### src/rtl/cache_pkg.sv
// Shared types and sizes for the cache read-path controller: 15-bit word address
// split as tag[14:12] / index[11:2] / offset[1:0], 4 x 32-bit words per line.
package cache_pkg;
  localparam int ADDR_W     = 15;
  localparam int WORD_W     = 32;
  localparam int LINE_WORDS = 4;
  localparam int TAG_W      = 3;
  localparam int INDEX_W    = 10;
  localparam int OFF_W      = 2;

  typedef logic [LINE_WORDS*WORD_W-1:0] line_t;

  typedef enum logic [2:0] {
    ST_IDLE,
    ST_LOOKUP,
    ST_REFILL,
    ST_WRITE,
    ST_RESPOND
  } state_e;

  function automatic logic [WORD_W-1:0] word_sel(input line_t line, input logic [OFF_W-1:0] off);
    return line[off*WORD_W +: WORD_W];
  endfunction
endpackage

### src/rtl/cache_refill_ctrl_if.sv
// CPU load port, cache array port and memory read port of the refill controller.
// master = controller side, slave = CPU/cache/memory side.
interface cache_refill_ctrl_if;
  logic                          cpu_req;
  logic [cache_pkg::ADDR_W-1:0]  cpu_addr;
  logic                          cpu_busy;
  logic                          cpu_valid;
  logic [cache_pkg::WORD_W-1:0]  cpu_data;
  logic [cache_pkg::ADDR_W-1:0]  cache_addr;
  logic                          cache_re;
  logic                          cache_we;
  cache_pkg::line_t              cache_wdata;
  logic                          cache_hit;
  logic [cache_pkg::WORD_W-1:0]  cache_rdata;
  logic                          mem_req;
  logic [cache_pkg::ADDR_W-1:0]  mem_addr;
  logic                          mem_ack;
  logic [cache_pkg::WORD_W-1:0]  mem_rdata;

  modport master (
    input  cpu_req, cpu_addr, cache_hit, cache_rdata, mem_ack, mem_rdata,
    output cpu_busy, cpu_valid, cpu_data, cache_addr, cache_re, cache_we,
           cache_wdata, mem_req, mem_addr
  );

  modport slave (
    output cpu_req, cpu_addr, cache_hit, cache_rdata, mem_ack, mem_rdata,
    input  cpu_busy, cpu_valid, cpu_data, cache_addr, cache_re, cache_we,
           cache_wdata, mem_req, mem_addr
  );
endinterface

### src/rtl/cache_refill_ctrl_refill_buf.sv
// Line assembly buffer: stores one memory word per accepted beat, beat counter wraps
// after the last word; done_o flags the ack that completes the line.
module refill_buf
  import cache_pkg::*;
(
  input  logic              clk,
  input  logic              rst,
  input  logic              clr_i,
  input  logic              ack_i,
  input  logic [WORD_W-1:0] rdata_i,
  output line_t             line_o,
  output logic [OFF_W-1:0]  beat_o,
  output logic              done_o
);
  logic [LINE_WORDS-1:0][WORD_W-1:0] buf_q;
  logic [OFF_W-1:0]                  beat_q;

  always_ff @(posedge clk or posedge rst) begin
    if (rst) begin
      buf_q  <= '0;
      beat_q <= '0;
    end else if (clr_i) begin
      beat_q <= '0;
    end else if (ack_i) begin
      buf_q[beat_q] <= rdata_i;
      beat_q        <= beat_q + OFF_W'(1);
    end
  end

  assign line_o = buf_q;
  assign beat_o = beat_q;
  assign done_o = ack_i && (beat_q == OFF_W'(LINE_WORDS-1));
endmodule

### src/rtl/cache_refill_ctrl.sv
// Read-path controller: lookup, 4-beat refill on miss, line write, one response per request.
// Hit responds one cycle after LOOKUP; miss adds one cycle per memory beat plus wait cycles. CACHE_STATS_EN adds hit/miss counters.
module cache_refill_ctrl
  import cache_pkg::*;
(
  input  logic                 clk,
  input  logic                 rst,
  cache_refill_ctrl_if.master  bus
`ifdef CACHE_STATS_EN
  ,
  output logic [15:0]          hit_count,
  output logic [15:0]          miss_count
`endif
);
  state_e             state_q, state_d;
  logic [ADDR_W-1:0]  addr_q, addr_d;
  logic [WORD_W-1:0]  data_q, data_d;
  line_t              line;
  logic [OFF_W-1:0]   beat;
  logic               done;
  logic               beat_clr;
  logic               beat_ack;

  refill_buf u_refill_buf (
    .clk     (clk),
    .rst     (rst),
    .clr_i   (beat_clr),
    .ack_i   (beat_ack),
    .rdata_i (bus.mem_rdata),
    .line_o  (line),
    .beat_o  (beat),
    .done_o  (done)
  );

  always_ff @(posedge clk or posedge rst) begin
    if (rst) begin
      state_q <= ST_IDLE;
      addr_q  <= '0;
      data_q  <= '0;
    end else begin
      state_q <= state_d;
      addr_q  <= addr_d;
      data_q  <= data_d;
    end
  end

  always_comb begin
    state_d       = state_q;
    addr_d        = addr_q;
    data_d        = data_q;
    beat_clr      = 1'b0;
    beat_ack      = 1'b0;
    bus.cache_re  = 1'b0;
    bus.cache_we  = 1'b0;
    bus.mem_req   = 1'b0;
    bus.cpu_valid = 1'b0;
    case (state_q)
      ST_IDLE: begin
        if (bus.cpu_req) begin
          addr_d  = bus.cpu_addr;
          state_d = ST_LOOKUP;
        end
      end
      ST_LOOKUP: begin
        bus.cache_re = 1'b1;
        if (bus.cache_hit) begin
          data_d  = bus.cache_rdata;
          state_d = ST_RESPOND;
        end else begin
          beat_clr = 1'b1;
          state_d  = ST_REFILL;
        end
      end
      ST_REFILL: begin
        bus.mem_req = 1'b1;
        beat_ack    = bus.mem_ack;
        if (done) state_d = ST_WRITE;
      end
      ST_WRITE: begin
        // Line is complete here; the requested word comes straight from the buffer.
        bus.cache_we = 1'b1;
        data_d       = word_sel(line, addr_q[OFF_W-1:0]);
        state_d      = ST_RESPOND;
      end
      ST_RESPOND: begin
        bus.cpu_valid = 1'b1;
        state_d       = ST_IDLE;
      end
      default: state_d = ST_IDLE;
    endcase
  end

  assign bus.cpu_busy    = (state_q != ST_IDLE);
  assign bus.cpu_data    = data_q;
  assign bus.cache_addr  = addr_q;
  assign bus.cache_wdata = line;
  assign bus.mem_addr    = {addr_q[ADDR_W-1:OFF_W], beat};

`ifdef CACHE_STATS_EN
  logic [15:0] hit_q, miss_q;

  always_ff @(posedge clk or posedge rst) begin
    if (rst) begin
      hit_q  <= '0;
      miss_q <= '0;
    end else if (state_q == ST_LOOKUP) begin
      if (bus.cache_hit && hit_q != 16'hFFFF)   hit_q  <= hit_q + 16'd1;
      if (!bus.cache_hit && miss_q != 16'hFFFF) miss_q <= miss_q + 16'd1;
    end
  end

  assign hit_count  = hit_q;
  assign miss_count = miss_q;
`endif
endmodule
### src/flat_wrapper.sv
// flat-port wrapper written by rule: the top's interface ports become plain ports
module cache_refill_ctrl_flat import cache_pkg::*;
  (clk, rst, bus_cpu_req, bus_cpu_addr, bus_cache_hit, bus_cache_rdata, bus_mem_ack, bus_mem_rdata, bus_cpu_busy, bus_cpu_valid, bus_cpu_data, bus_cache_addr, bus_cache_re, bus_cache_we, bus_cache_wdata, bus_mem_req, bus_mem_addr);
  cache_refill_ctrl_if bus_i ();
  input  logic clk;
  input  logic rst;
  input wire logic [$bits(bus_i.cpu_req)-1:0] bus_cpu_req;
  input wire logic [$bits(bus_i.cpu_addr)-1:0] bus_cpu_addr;
  input wire logic [$bits(bus_i.cache_hit)-1:0] bus_cache_hit;
  input wire logic [$bits(bus_i.cache_rdata)-1:0] bus_cache_rdata;
  input wire logic [$bits(bus_i.mem_ack)-1:0] bus_mem_ack;
  input wire logic [$bits(bus_i.mem_rdata)-1:0] bus_mem_rdata;
  output wire logic [$bits(bus_i.cpu_busy)-1:0] bus_cpu_busy;
  output wire logic [$bits(bus_i.cpu_valid)-1:0] bus_cpu_valid;
  output wire logic [$bits(bus_i.cpu_data)-1:0] bus_cpu_data;
  output wire logic [$bits(bus_i.cache_addr)-1:0] bus_cache_addr;
  output wire logic [$bits(bus_i.cache_re)-1:0] bus_cache_re;
  output wire logic [$bits(bus_i.cache_we)-1:0] bus_cache_we;
  output wire logic [$bits(bus_i.cache_wdata)-1:0] bus_cache_wdata;
  output wire logic [$bits(bus_i.mem_req)-1:0] bus_mem_req;
  output wire logic [$bits(bus_i.mem_addr)-1:0] bus_mem_addr;
  assign bus_i.cpu_req = bus_cpu_req;
  assign bus_i.cpu_addr = bus_cpu_addr;
  assign bus_i.cache_hit = bus_cache_hit;
  assign bus_i.cache_rdata = bus_cache_rdata;
  assign bus_i.mem_ack = bus_mem_ack;
  assign bus_i.mem_rdata = bus_mem_rdata;
  assign bus_cpu_busy = bus_i.cpu_busy;
  assign bus_cpu_valid = bus_i.cpu_valid;
  assign bus_cpu_data = bus_i.cpu_data;
  assign bus_cache_addr = bus_i.cache_addr;
  assign bus_cache_re = bus_i.cache_re;
  assign bus_cache_we = bus_i.cache_we;
  assign bus_cache_wdata = bus_i.cache_wdata;
  assign bus_mem_req = bus_i.mem_req;
  assign bus_mem_addr = bus_i.mem_addr;
  cache_refill_ctrl u_core (.clk(clk), .rst(rst), .bus(bus_i));
endmodule
### config.mk
export PLATFORM = sky130hd
export DESIGN_NAME = cache_refill_ctrl_flat
export DESIGN_NICKNAME = d
export VERILOG_FILES = /design/src/rtl/cache_pkg.sv /design/src/rtl/cache_refill_ctrl_if.sv /design/src/rtl/cache_refill_ctrl_refill_buf.sv /design/src/rtl/cache_refill_ctrl.sv /design/src/flat_wrapper.sv
export SDC_FILE = /design/constraint.sdc
export NUM_CORES = 1
export LEC_CHECK = 0
export CORE_MARGIN = 2
export CORE_UTILIZATION = 37
export DETAILED_ROUTE_END_ITERATION = 12
export GPL_ROUTABILITY_DRIVEN = 0
export PLACE_DENSITY = 0.8
export SLEW_MARGIN = 20
export SYNTH_ARGS = -nofsm -noshare
export SYNTH_HDL_FRONTEND = slang
export SYNTH_SLANG_ARGS = --single-unit
### constraint.sdc
create_clock -name clk -period 6.1 [get_ports clk]
set_input_delay 1.22 -clock clk [delete_from_list [all_inputs] [get_ports clk]]
set_output_delay 1.22 -clock clk [all_outputs]
set_load 0.02 [all_outputs]
; ---- Word-level counts from Yosys, hierarchy flattened
; Index checks and enable logic that the tools add are counted.
[totals]
wordCells = 49
inputBits = 84
reg_bits = 180
[classes]
add_sub_neg = 1
n_shift = 1
reduce_logical = 10
eq_ne = 8
mux = 18
bitwise = 1
magnitude_cmp = 2
[ops]
columns = cell, n
row1 = $bwmux 128, 1
row2 = $shiftx 128x8->32, 1
row3 = $demux 32 s2, 1
row4 = $mux 32, 2
row5 = $pmux 32 s2, 1
row6 = $pmux 3 s4, 1
row7 = $mux 3, 3
row8 = $reduce_and 2->1, 4
row9 = $mux 1, 7
row10 = $eq 3x2->1 const B, 2
row11 = $mux 2, 2
row12 = $ne 2x2->1 const B, 2
row13 = $reduce_bool 2->1, 2
row14 = $eq 3x1->1 const B, 1
row15 = $eq 3x3->1 const B, 1
row16 = $logic_not 3->1, 1
row17 = $lt 2x3->1 const B, 1
row18 = $reduce_bool 3->1, 1
row19 = $add 2x1->2 const B, 1
row20 = $eq 2x2->1 const B, 1
row21 = $ge 2x1->1 const B, 1
row22 = $logic_and 1x1->1, 2
row23 = $ne 2x1->1 const B, 1
row24 = $not 1->1, 1

; ---- Longest topological paths before layout
; Gate-level depths: netlist of run 1.
[logic_depth]
ltp_word = 5
mapped_depth = 6
ltp_nobuf = 4

; ---- By module
; A second synthesis of run 1 with hierarchy kept.
[hier_totals]
hier_cells = 613
hier_area_um2 = 8969.9
[modules_own_cells]
columns = mod, instances, area_each_um2, cells_per_inst
row1 = refill_buf, 1, 5465.2, 287
row2 = cache_refill_ctrl, 1, 3504.6, 326

; ---- Least setup slack after synthesis of run 1
; OpenSTA, ideal clock, no wires.
[synth_path]
kind = register to output
start = register u_core.state_q[0]
end = output port bus_cache_we
t_required_ns = 4.880
t_arrival_ns = 1.294
stages_incl_launch_ff = 6
n_path_buf = 3
path_slack_ns = 3.586
cell_sequence = dfrtp_1 -> buf_4 -> nor2b_1 -> buf_4 -> buf_4 -> and2_1
[synth_via]
elab_chain_len = 2
[synth_lines]
columns = element, line
row1 = "start, declared", cache_refill_ctrl.sv:15  ; state_e state_q, state_d;
row2 = "start signal, assigned", cache_refill_ctrl.sv:41  ; state_q <= state_d;
row3 = $eq 3x2->1, cache_refill_ctrl.sv:57  ; case (state_q)
row4 = $mux 1, cache_refill_ctrl.sv:57
row5 = "end, declared", flat_wrapper.sv:18  ; output wire logic [$bits(bus_i.cache_we)-1:0] bus_cache_we;
; No other way between the ends.

; ---- Worst setup path in the final report of run 1
; Same ends and word-level chain as after synthesis.

==> results of run 1 <==
-- cells by family after synthesis --
group                    after synthesis  share of synthesized area [%]
buffers and inverters                 56                           4.15
flip-flops                           180                           55.9
AO/OA/AOI/OAI                         69                           5.17
adder cells (fa/ha/maj)                4                          0.622
multiplexers                         208                           28.9
AND/OR/NAND/NOR                       79                           5.19
-- worst max path at each step --
| stage | endpoint | start | depth (start not counted) |
|---|---|---|---|
| after global routing | bus_cache_we | u_core.state_q[0] | 3 |
| after floorplan | u_core.bus.cache_addr[0] | rst | 1 |
| after global placement | u_core.u_refill_buf.line_o[111] | bus_mem_ack | 5 |
| after detailed placement | u_core.u_refill_buf.line_o[102] | bus_mem_ack | 5 |
| after CTS | bus_cache_we | u_core.state_q[0] | 3 |
| final | bus_cache_we | u_core.state_q[0] | 3 |
-- critical path, cell delays in order (launching register included) --
cell and delay [ns]:
dfrtp_1 0.73, nor2b_4 0.82, and2_1 0.22, clkdlybuf4s50_1 0.62
-- registers in the layout, indices dropped and copies added, names as in the netlist --
| signal | cells |
|---|---|
| u_core.bus.cache_addr | 15 |
| u_core.bus.cpu_data | 32 |
| u_core.state_q | 3 |
| u_core.u_refill_buf.beat_o | 2 |
| u_core.u_refill_buf.line_o | 128 |
-- cell usage after synthesis (all sizes together) (2+ instances only) --
| cell | instances |
|---|---|
| nand4bb | 2 |
| mux2 | 197 |
| o21ai | 2 |
| nor3 | 29 |
| clkbuf | 9 |
| nor3b | 3 |
| buf | 43 |
| nand2b | 2 |
| o22ai | 32 |
| a21oi | 28 |
| dfrtp | 180 |
| a221o | 5 |
| nor2 | 30 |
| ha | 4 |
| inv | 4 |
| mux2i | 11 |
| nand2 | 5 |
-- metal layers --
layer  track usage, %  vias up  part of all wire, %
met5                0        -                    0
met4             4.49        0                  1.1
met3             5.48       20                  7.7
met2             35.2      223                   50
met1             26.1     3015                   41
li1                 -     2658                    -
-- placed cells by master (no fill, tap or decap), drive strengths merged, types with 2 or more instances in the layout --
cell and count:
clkdlybuf4s50 278, mux2 197, dfrtp 180, o22ai 32, nor2 30, nor3 29, a21oi 28, clkbuf 19
mux2i 11, inv 9, clkinvlp 5, a221o 5, nand2 5, ha 4, buf 4, clkinv 3
nor3b 3, nand2b 2, o21ai 2, nand4bb 2
-- power groups by stage --
stage	Clock [mW]	Sequential, mW	Combinational, mW
6_report	1.04	2.36	3.48
5_1_grt	1.13	2.44	3.67
4_1_cts	1.07	2.36	3.51
3_5_place_dp	0	2.37	3.50
3_3_place_gp	0	2.35	3.44
2_1_floorplan	0	2.87	1.33
-- per-stage QoR --
stage	cell area [um^2]	utilization, %	hold slack, ns	total power, mW
global route	11500	54.1	0.531	7.25
detailed placement	10900	51.5	0.499	5.87
finish	11500	54.1	0.514	6.87
global placement	10900	51.5	0.495	5.79
CTS	11500	54.1	0.519	6.94
floorplan	8060	-	0.624	4.20
-- cell type report --
class,instances,area (um^2)
sequential,180,4510
inverter,4,18.8
clock inverter,13,116
multi-input combinational,360,3240
timing repair buffer,282,2830
clock buffer,19,433
tap,275,344
fill,1875,9730
==> results.py, run 1 <==
metrics = {
    "place": {
        "numPortBuffers": 278,
        "dp_slack_ns": 2.52,
        "dp.cells": 1101,
        "hpwl_mm": 15.4,
    },
    "critical_path": {
        "critPathLaunchType": "flop",
        "critical_path_class": "flop to output port",
        "r2r-start": "u_core.state_q[1]",
        "cp-end-kind": "output port",
        "arrival_ns": 2.80,
        "required_ns": 4.88,
        "rr_worst_depth": 4,
        "rr_endpoint": "u_core.u_refill_buf.line_o[104]",
        "crit_fanout": 29,
        "r2r_setup_slack_ns": 3.57,
    },
    "synthesis": {
        "syn_inst": 596,
        "ys_ff_latch": 180,
        "synthFlopType": "dfrtp_1",
        "synth_edf_count": 0,
        "yosysSeqAreaShare_pct": 55.9,
        "async_reset_ff_share_pct": 100,
        "yosys.area.top_type_share_pct": 55.9,
        "yosys.area.top_type": "dfrtp_1",
        "syn-num-nets": 684,
        "syn_avg_cell_area_um2": 13.5,
        "synth_area_mm2": 0.00805,
        "ys_warn_count": 0,
        "yosysUniqueCellTypes": 34,
        "synth.top_cells.by_area": "dfrtp_1 56%, mux2_2 26%, o22ai_1 2.5%",
    },
    "global_routing": {
        "grt_antenna_before_repair": 0,
        "grt_max_degree": 181,
        "grt-ovfl-total": 0,
        "grtUsageTotal_pct": 20.5,
        "first_global_vias": 6162,
        "grt_pass1_wl_mm": 35.5,
    },
    "pwr": {
        "cellLeakagePower_nw": 4.94,
        "pwr-share-seq_pct": 34.3,
        "clockPowerShare_pct": 15.1,
        "vdd_drop_max_mv": 0.288,
        "swShare_pct": 39.0,
        "power.density_mw_per_mm2": 598,
        "combPwrFrac_pct": 50.6,
        "p_int_mw": 4.19,
        "p_sw_mw": 2.68,
    },
    "clock_tree": {
        "cts_tree": "built",
        "cts_resized": 0,
        "cts-root-buf": "clkbuf_16",
        "ctsHoldBuffers": 0,
        "worstSkewPairLatency_ns": 0.42,
        "cts_sinks": 180,
        "htree_num_levels": 4,
        "clockBufferDepth": 2,
        "clkTransAtPathRegs_ns": 0.07,
        "post_cts_buffers": 0,
        "cts_buffers": 17,
    },
    "drt": {
        "drc": 0,
        "drt_first_pass_iters": 4,
        "wl_per_cell_um": 20.6,
        "drt_iter0_markers": 168,
        "finalWirelength_mm": 23.4,
        "final_antenna_net_count": 0,
        "num_vias": 5916,
        "vias_per_cell": 5.22,
    },
    "floorplan": {
        "core_area_mm2": 0.0212,
        "initial_utilization_pct": 37.9,
        "die_area_mm2": 0.0230,
        "rows": 53,
        "ios": 279,
        "dieHeight_um": 152,
        "die_x_um": 152,
    },
    "finish": {
        "diodes": 0,
        "nNetsFinal": 933,
        "syn_to_final_growth_pct": 42.7,
        "drive_gt1_share_pct": 27.3,
        "fin_cells": 1133,
    },
    "sta": {
        "period_needed_ns": 4.02,
        "max_freq_mhz": 249,
        "setup_violations": 0,
        "rsz0062_at_grt": "false",
        "period_share_pct": 65.9,
        "relSlewSlack_pct": 28.2,
        "setup_tns_ns": 0,
        "final-hold-violation-count": 0,
        "worst_slew_pin_slew_ns": 1.07,
        "worst_slack_ns": 2.08,
        "finalMaxSlewViolations": 0,
        "fin_worst_skew_ns": 0.0107,
    },
    "worst_hold_path": {
        "min_path_type": "flop to flop",
        "hold_path_depth": 1,
        "holdPathEnd": "u_core.bus.cpu_data[23]",
        "min-delay-start": "u_core.bus.cpu_data[23]",
    },
    "run": {
        "cap_violations": 0,
    },
    "outcome": {
        "status": "complete, no violations",
    },
}
Power figures use the tool's default switching activity.
==> inputs of run 2 (changes only) <==
Settings changed: PLACE_DENSITY 0.8 to 0.78.
Clock period 6.1 ns to 3.9 ns, I/O delays scaled along.
==> run 2 against run 1 <==
Worst setup slack lost 1.1 ns. Combinational power increased by 60%. Global-route usage shrank 0.19 points. First-iteration DRC count up 23%. Utilization grew 0.85 points.
==> results.py, run 2 (synthesis gave the netlist of run 1 again) <==
metrics = {
    "critical_path": {
        "cp-end-kind": "output port",
        "required_ns": 3.12,
        "arrival_ns": 2.16,
        "critPathLaunchType": "flop",
        "critical_path_class": "flop to output port",
        "crit_fanout": 15,
    },
    "clock_tree": {
        "clkTransAtPathRegs_ns": 0.06,
        "cts_resized": 0,
        "clockBufferDepth": 2,
        "ctsHoldBuffers": 0,
        "cts_buffers": 17,
        "post_cts_buffers": 0,
        "cts_sinks": 180,
        "cts_tree": "built",
        "cts-root-buf": "clkbuf_16",
        "worstSkewPairLatency_ns": 0.42,
        "htree_num_levels": 4,
    },
    "floorplan": {
        "die_x_um": 152,
        "die_area_mm2": 0.0230,
        "dieHeight_um": 152,
        "initial_utilization_pct": 37.9,
        "rows": 53,
        "core_area_mm2": 0.0212,
        "ios": 279,
    },
    "pwr": {
        "total_power_mw": 11.1,
        "vdd_drop_max_mv": 0.448,
        "cellLeakagePower_nw": 5.05,
        "power.density_mw_per_mm2": 950,
    },
    "drt": {
        "final_antenna_net_count": 0,
        "wl_per_cell_um": 20.5,
        "num_vias": 5867,
        "vias_per_cell": 5.15,
        "drc": 0,
        "finalWirelength_mm": 23.3,
        "drt_first_pass_iters": 4,
        "drt_iter0_markers": 206,
    },
    "sta": {
        "period_needed_ns": 2.94,
        "relSlewSlack_pct": 31.5,
        "finalMaxSlewViolations": 0,
        "setup_violations": 0,
        "worst_slack_ns": 0.964,
        "period_share_pct": 75.3,
        "fin_worst_skew_ns": 0.0157,
        "final-hold-violation-count": 0,
        "setup_tns_ns": 0,
        "rsz0062_at_grt": "false",
        "worst_slew_pin_slew_ns": 1.02,
        "max_freq_mhz": 341,
    },
    "finish": {
        "syn_to_final_growth_pct": 44.9,
        "nNetsFinal": 940,
        "final_util_pct": 55.0,
        "final_common_cell": "clkdlybuf4s50_1",
        "diodes": 0,
        "largest_reg_flops": 128,
        "final_cell_mix": "278 x clkdlybuf4s50_1, 187 x mux2_2, 179 x dfrtp_1, 32 x o22ai_1, 30 x nor2_1",
        "drive_gt1_share_pct": 27.8,
    },
    "run": {
        "cap_violations": 0,
    },
    "global_routing": {
        "grt_antenna_before_repair": 0,
        "grtUsageTotal_pct": 20.3,
        "grt_pass1_wl_mm": 35.4,
        "first_global_vias": 6170,
        "grt_max_degree": 79,
        "grt-ovfl-total": 0,
    },
    "outcome": {
        "status": "complete, no violations",
    },
    "place": {
        "dp_slack_ns": 0.989,
        "hpwl_mm": 15.8,
        "numPortBuffers": 278,
    },
    "worst_hold_path": {
        "min_path_type": "flop to flop",
    },
}
## run 2: cell count changes in the layout (fill, tap and decap cells not counted), sizes merged
cell,before,now
inv,9,6
clkinvlp,5,3
clkinv,3,1
bufinv,0,6
buf,4,11
## run 2: layout make-up
type | instances | area, um^2
clock buffer | 19 | 433
clock inverter | 12 | 226
fill | 1840 | 9550
inverter | 4 | 18.8
multi-input combinational | 360 | 3240
sequential | 180 | 4510
tap | 275 | 344
timing repair buffer | 289 | 2900
## run 2: final timing paths
check | startpoint | end | slack (ns) | cells past startpoint
min in group asynchronous | rst | u_core.u_refill_buf.line_o[104] | 0.81 | 2
max in group asynchronous | rst | u_core.u_refill_buf.line_o[78] | 2.16 | 4
hold / removal | u_core.bus.cpu_data[8] | u_core.bus.cpu_data[8] | 0.52 | 1
setup reg to reg | u_core.state_q[0] | u_core.bus.cpu_data[10] | 1.30 | 4
hold reg to reg | u_core.bus.cpu_data[8] | u_core.bus.cpu_data[8] | 0.52 | 1
setup / recovery | u_core.state_q[0] | bus_cache_we | 0.96 | 3
## run 2: where the power goes
part | leakage, nW | internal [mW] | switching [mW]
Combinational | 2.47 | 2.95 | 2.62
Clock | 0.314 | 1.21 | 0.738
Sequential | 2.26 | 2.79 | 0.778
Total | 5.05 | 6.95 | 4.14
## run 2: routing by layer
| metal | wire, um | GRT usage, % | up-vias |
|---|---|---|---|
| met1 | 9920 | 25.3 | 3011 |
| met4 | 240 | 4.77 | 0 |
| met2 | 11600 | 35.1 | 181 |
| li1 | - | - | 2659 |
| met5 | 0 | 0 | - |
| met3 | 1580 | 5.81 | 16 |
## run 2: per-stage QoR
step,cell area (um^2),instances,hold WS [ns]
3_3_place_gp,11000,1108,0.498
6_report,11700,1139,0.520
5_1_grt,11700,1139,0.535
2_1_floorplan,8060,596,0.624
4_1_cts,11700,1139,0.522
3_5_place_dp,11000,1108,0.504
## run 2: critical path, stage by stage (launching register included)
cell and delay, ns:
dfrtp_1 0.71, nor2b_4 0.25, and2_1 0.14, clkdlybuf4s50_1 0.64
